$ cat config.mk
export PLATFORM = sky130hd
export DESIGN_NAME = io_bus_arbiter
export DESIGN_NICKNAME = d
export VERILOG_FILES = /design/src/rtl/io_bus_arbiter.sv
export SDC_FILE = /design/constraint.sdc
export NUM_CORES = 1
export LEC_CHECK = 0
export CAP_MARGIN = 25
export CELL_PAD_IN_SITES_DETAIL_PLACEMENT = 1
export CELL_PAD_IN_SITES_GLOBAL_PLACEMENT = 2
export CORE_ASPECT_RATIO = 0.5
export CORE_MARGIN = 4
export CORE_UTILIZATION = 22
export DETAILED_ROUTE_END_ITERATION = 8
export GPL_TIMING_DRIVEN = 0
export PLACE_DENSITY_LB_ADDON = 0.1
export SETUP_SLACK_MARGIN = 0.02
export SYNTH_ARGS = -nofsm -noshare
export SYNTH_HDL_FRONTEND = slang
export SYNTH_SLANG_ARGS = --single-unit
$ cat constraint.sdc
create_clock -name clk -period 3 [get_ports clk]
set_input_delay 0.3 -clock clk [delete_from_list [all_inputs] [get_ports clk]]
set_output_delay 0.3 -clock clk [all_outputs]
set_load 0.03 [all_outputs]
$ cat src/rtl/io_bus_arbiter.sv
// io_bus_arbiter: two-master arbiter and single-access sequencer for the IO port.
// Optional round-robin tie break with IO_ARB_RR_EN; default is fixed priority to m0.
//
// Ports:
//   clk, rst              clock, synchronous active-high reset
//   mN_req/we/lock        master N request, write flag, keep-ownership flag
//   mN_addr/wdata         master N address and write data
//   mN_ack/rdata          master N completion pulse and held read result
//   io_ce/we/addr/wdata   registered IO device access (qualified by io_ce)
//   io_rdata              combinational IO read data
module io_bus_arbiter (
    input  logic        clk,
    input  logic        rst,
    input  logic        m0_req,
    input  logic        m0_we,
    input  logic        m0_lock,
    input  logic [31:0] m0_addr,
    input  logic [31:0] m0_wdata,
    output logic        m0_ack,
    output logic [31:0] m0_rdata,
    input  logic        m1_req,
    input  logic        m1_we,
    input  logic        m1_lock,
    input  logic [31:0] m1_addr,
    input  logic [31:0] m1_wdata,
    output logic        m1_ack,
    output logic [31:0] m1_rdata,
    output logic        io_ce,
    output logic        io_we,
    output logic [31:0] io_addr,
    output logic [31:0] io_wdata,
    input  logic [31:0] io_rdata
);

    typedef enum logic [1:0] {
        IDLE,
        BUSY,
        DONE
    } state_t;

    state_t state;
    logic   gnt;
    logic   last;
    logic   lock_held;
    logic   owner;

    logic   elig0;
    logic   elig1;
    logic   any;
    logic   win;

    // A held lock makes the non-owner ineligible; if the owner is not
    // requesting, nothing is eligible and the lock is released instead.
    always_comb begin
        elig0 = m0_req && (!lock_held || !owner);
        elig1 = m1_req && (!lock_held || owner);
        any   = elig0 || elig1;
        win   = elig1;
        if (elig0 && elig1) begin
`ifdef IO_ARB_RR_EN
            win = ~last;
`else
            win = 1'b0;
`endif
        end
    end

`ifndef IO_ARB_RR_EN
    logic unused_last;
    assign unused_last = last;
`endif

    always_ff @(posedge clk) begin
        if (rst) begin
            state     <= IDLE;
            gnt       <= 1'b0;
            last      <= 1'b1;
            lock_held <= 1'b0;
            owner     <= 1'b0;
            io_ce     <= 1'b0;
            io_we     <= 1'b0;
            io_addr   <= 32'h0;
            io_wdata  <= 32'h0;
            m0_ack    <= 1'b0;
            m1_ack    <= 1'b0;
            m0_rdata  <= 32'h0;
            m1_rdata  <= 32'h0;
        end else begin
            unique case (state)
                IDLE: begin
                    if (any) begin
                        gnt      <= win;
                        last     <= win;
                        io_we    <= win ? m1_we    : m0_we;
                        io_addr  <= win ? m1_addr  : m0_addr;
                        io_wdata <= win ? m1_wdata : m0_wdata;
                        io_ce    <= 1'b1;
                        state    <= BUSY;
                    end else if (lock_held) begin
                        lock_held <= 1'b0;
                    end
                end
                BUSY: begin
                    io_ce <= 1'b0;
                    if (gnt) begin
                        m1_rdata <= io_we ? 32'h0 : io_rdata;
                        m1_ack   <= 1'b1;
                    end else begin
                        m0_rdata <= io_we ? 32'h0 : io_rdata;
                        m0_ack   <= 1'b1;
                    end
                    state <= DONE;
                end
                DONE: begin
                    m0_ack <= 1'b0;
                    m1_ack <= 1'b0;
                    if (gnt ? m1_lock : m0_lock) begin
                        lock_held <= 1'b1;
                        owner     <= gnt;
                    end else begin
                        lock_held <= 1'b0;
                    end
                    state <= IDLE;
                end
                default: state <= IDLE;
            endcase
        end
    end

endmodule
# Word-level counts from Yosys, hierarchy flattened
# Index checks and enable logic that the tools add are counted.
dict set report totals {
  out_inout_bits 132
  input_bits 168
  regBits 137
  wordCells 56
}
dict set report classes {
  n_mux 17
  bitwise_logic 1
  n_reduce_logical 20
  eq_ne 6
}
# cell count
set op_table {}
lappend op_table {{$mux W32} 3}
lappend op_table {{$reduce_and A2 Y1} 8}
lappend op_table {{$mux W1} 8}
lappend op_table {{$ne A2 B2 Y1 const B} 4}
lappend op_table {{$pmux W1 S2} 4}
lappend op_table {{$reduce_bool A2 Y1} 3}
lappend op_table {{$pmux W2 S2} 1}
lappend op_table {{$logic_and A1 B1 Y1} 3}
lappend op_table {{$logic_or A1 B1 Y1} 3}
lappend op_table {{$eq A2 B1 Y1 const B} 1}
lappend op_table {{$eq A2 B2 Y1 const B} 1}
lappend op_table {{$logic_not A1 Y1} 2}
lappend op_table {{$logic_not A2 Y1} 1}
lappend op_table {{$mux W2} 1}
lappend op_table {{$not A1 Y1} 1}

# Depth between registers and ports, before layout
dict set report logic_depth {
  word_depth 6
  depth_mapped 6
}

# Worst setup path before layout
# OpenSTA, ideal clock, no wires.
dict set report synth_path {
  path_kind {reg-to-reg}
  start {reg owner}
  end {reg io_addr[10]}
  period_less_slack_ns 1.654
  t_required_ns 2.909
  path_buffers 2
  path_slack_ns 1.346
  stages_incl_launch_ff 7
  arrival_time_ns 1.563
  cell_sequence {dfxtp_1 -> mux2i_1 -> a2111oi_4 -> buf_2 -> buf_4 -> nor2_1 -> a311oi_1}
}
dict set report synth_between {
  elab_chain_cells 6
  word_cells_on_any_way 10
  classes_between {2 x mux; 8 x reduce/logical}
}
# element line
set synth_lines {}
lappend synth_lines {{start, declared} 45} ;# logic owner;
lappend synth_lines {{start signal, assigned} 119} ;# owner <= gnt;
lappend synth_lines {{$logic_not A1 Y1} 55} ;# elig0 = m0_req && (!lock_held || !owner);
lappend synth_lines {{$logic_or A1 B1 Y1} 55}
lappend synth_lines {{$logic_and A1 B1 Y1} 55}
lappend synth_lines {{$logic_and A1 B1 Y1} 59} ;# if (elig0 && elig1) begin
lappend synth_lines {{$mux W1} 59}
lappend synth_lines {{$mux W32} 95} ;# io_addr <= win ? m1_addr : m0_addr;
lappend synth_lines {{end signal, assigned} 95}
lappend synth_lines {{end, declared} 30} ;# output logic [31:0] io_addr,
# Several ways; a longest one is shown, not always the timed one.
# A chain may end at the register's enable or synchronous reset.

# Final worst setup path
dict set report layout_path {
  start {reg owner}
  end {reg io_we}
}
dict set report layout_between {
  elab_chain_cells 6
  word_cells_on_any_way 10
  classes_between {2 x mux; 8 x reduce/logical}
}
# element line
set layout_lines {}
lappend layout_lines {{$logic_not A1 Y1} 55}
lappend layout_lines {{$logic_or A1 B1 Y1} 55}
lappend layout_lines {{$logic_and A1 B1 Y1} 55}
lappend layout_lines {{$logic_and A1 B1 Y1} 59}
lappend layout_lines {{$mux W1} 59}
lappend layout_lines {{$mux W1} 94} ;# io_we <= win ? m1_we : m0_we;
lappend layout_lines {{end signal, assigned} 94}
lappend layout_lines {{end, declared} 29} ;# output logic io_we,
# Several ways; a longest one is shown, not always the timed one.

==> impl_metrics.toml <==
[job]
drv.max_cap_violation_count = 0

[timing]
timing_max_transition_violations_final = 0
max_freq_mhz = 459
worst-slew-pin-transition_ns = 0.699
clock-skew-final_ns = 0.00892
setup_viol = 0
final.hold.worst_slack_ns = 0.346
final_cycle_utilization_of_the_critical_path = 0.726
count_of_final_hold_check_violations = 0
final.setup.tns_ns = 0
shortest_clock_period_the_worst_path_allows_after_layout_ns = 2.18
unrepaired_setup_endpoints_after_global_routing = "no"
timing.max_slew.rel_slack = 0.534

[detailed_routing]
route.detailed.drc = 0
vias_per_cell = 4.40
drt_first_pass_iters = 4
routed-wl-met3_um = 1260
ant_nets = 0
met2_length_um = 12200
first_iter_violations = 252
top_layer_used = "met5"
route.vias.total = 6079
m1WireLength_um = 10500
wl_per_cell_um = 17.6
routed_wirelength_um = 24300

[place]
detailed_place_hpwl_um = 18500
port-buffer-count = 298
gpl.final_weighted_congestion = 0.744

[critical_path]
critPathMaxStageDelay_ns = 0.55
worstSetupPathDepth = 5
worstPathCellList = "mux2i_1 > a2111oi_4 > clkbuf_1 > nor2_1 > a311oi_1"
reg2reg_slack_ns = 0.82
critical_path.slowest_cell = "a2111oi_4"
arrival_ns = 2.48
crit_required_ns = 3.30
crit_family = "compound AO/OA/AOI/OAI gates"
r2r.worst_path.cells = 5
timing_worst_setup_path_type = "reg2reg"
path_buf_inv = 1
end_kind = "flip-flop"
worstSetupStartpointType = "flip-flop"
worstPathMaxFanout = 10

[global_route]
grt_max_degree = 17
global_route_usage_over_all_layers = 0.175
number_of_antenna_violations_at_the_first_check_in_global_routing = 1
first_pass_grt_wire_length_um = 37700
globalRouteOverflowTotal = 0
first_global_vias = 6457

[synthesis]
synth_nets = 883
netlist_instances = 715
synthesis.yosys.warnings = 0
synth.area.top_cells = "dfxtp_1 50%, nand2_1 18%, a311oi_1 10%"
netlist.top_cell.by_area = "dfxtp_1"
ys_seq_elements = 137
post_synth_most_frequent_cells = "263 x nand2_1, 137 x dfxtp_1, 71 x nor2_1"
synth-seq-area-share = 0.498
synth_flop_cell = "dfxtp_1"
synth_edf_count = 0
synth.top_cell.area_share = 0.498
synth_area_per_cell_sq_um = 7.70
synth.cell_area_sq_um = 5500
async_flop_share = 0
synth.most_common_cell = "nand2_1"
synthDistinctLibCells = 22

[floorplan]
floorplan.initialDensity = 0.227
design.die.area_sq_um = 27800
die_w_um = 232
core.rowCount = 40
die_y_extent_um = 120
ios = 300
core_area_sq_um = 24300

[layout]
finalNetCount = 1200
multi_input_area_sq_um = 2520
area_growth_pct = 72.4
antennaDiodeCount = 0
drive_above_1_share = 0.0411
layout.area.seq_sq_um = 2740
filler_cell_count = 2920

[clock_network]
count_of_hold_fix_buffers_inserted_at_cts = 0
clk_transition_reported_paths_ns = 0.06
htree_levels = 4
worstSkewPairLatency_ns = 0.44
cts_max_path_buffers = 2
clockRootBuffer = "clkbuf_16"
cts.repair_timing.setup_buffer_count = 0
clock_tree_from_tritoncts = "built"
cells_resized_by_post_cts_repair = 0
clock_sink_count = 137
cts_made_buffers = 17

[min_path]
holdPathStages = 2
hp-class = "in2reg"

[power_and_ir_drop]
leakagePower_nw = 3.43
power.density_nw_per_um2 = 583
max-vdd-ir-drop_uv = 341

[outcome]
outcome = "complete, no violations"
worst reg2reg max path: stages, from the launching register on:
cell and delay [ns]:
dfxtp_1 0.39, mux2i_1 0.17, a2111oi_4 0.56, clkbuf_1 0.44, nor2_1 0.08, a311oi_1 0.41
routing by layer:
layer,global-route usage,vias to the layer above
met2,0.305,126
met4,0.0492,2
met5,0,-
met1,0.210,2902
li1,-,3023
met3,0.0541,26
sequential cells by signal, indices dropped and copies added, names as in the netlist:
| register | cells |
|---|---|
| state | 2 |
| m0_rdata | 32 |
| io_wdata | 32 |
| m1_ack | 1 |
| io_ce | 1 |
| io_we | 1 |
| lock_held | 1 |
| owner | 1 |
| m1_rdata | 32 |
| io_addr | 32 |
| gnt | 1 |
| m0_ack | 1 |
through the flow:
stage / area (sq um) / utilization / std cells / total power [W] / setup WS [ns]
6_report: 9490 / 0.391 / 1381 / 0.00553 / 0.821
5_1_grt: 9490 / 0.391 / 1381 / 0.00581 / 0.629
4_1_cts: 9490 / 0.391 / 1381 / 0.00562 / 0.751
3_5_place_dp: 8910 / 0.367 / 1349 / 0.00346 / 0.336
3_3_place_gp: 8910 / 0.367 / 1349 / 0.00345 / 0.375
2_1_floorplan: 5500 / - / 715 / 0.00277 / 1.35
where the power goes:
| group | total (W) | switching (W) | internal, W | leakage [nW] |
|---|---|---|---|---|
| registers | 0.00206 | 0.0000877 | 0.00197 | 1.12 |
| clock network | 0.00212 | 0.000858 | 0.00127 | 0.283 |
| logic | 0.00135 | 0.000760 | 0.000592 | 2.02 |
logic make-up (layout without fill, tap and decap cells):
group / after synthesis / after routing / share of synthesized area
simple gates: 378 / 378 / 0.277
buf+inv: 60 / 390 / 0.0443
mux: 3 / 3 / 0.00568
flops: 137 / 137 / 0.498
compound gates: 137 / 137 / 0.174
layout make-up:
type | count | share of cell area
flip-flops and latches | 137 | 0.289
plain buffers | 60 | 0.0257
clock inverters | 11 | 0.0128
multi-input cells | 518 | 0.265
well taps | 336 | 0.0443
clock buffers | 21 | 0.0485
repair buffers | 298 | 0.314
cell usage in the layout, fill, tap and decap left out:
cell type / instances
o21ai_0: 1
nand2b_1: 5
clkbuf_1: 50
nand3_1: 1
dfxtp_1: 137
and3_1: 1
nor2b_1: 35
a22oi_1: 1
clkinv_4: 2
a2111oi_4: 1
clkinvlp_4: 2
clkdlybuf4s50_1: 298
a311oi_1: 65
clkbuf_16: 17
mux2_2: 1
buf_4: 2
a21oi_1: 67
a21o_1: 1
clkbuf_8: 2
buf_2: 9
a211oi_1: 1
inv_6: 1
bufinv_16: 2
nand2_1: 263
mux2i_1: 2
buf_1: 1
nor3_1: 1
nor2_1: 71
and2_1: 1
clkinv_2: 4
worst paths after layout:
check                    start      endpoint
setup / recovery         owner         io_we
hold / removal             rst      state[0]
setup reg to reg         owner         io_we
hold reg to reg   m0_rdata[31]  m0_rdata[31]
Power figures use the tool's default switching activity.
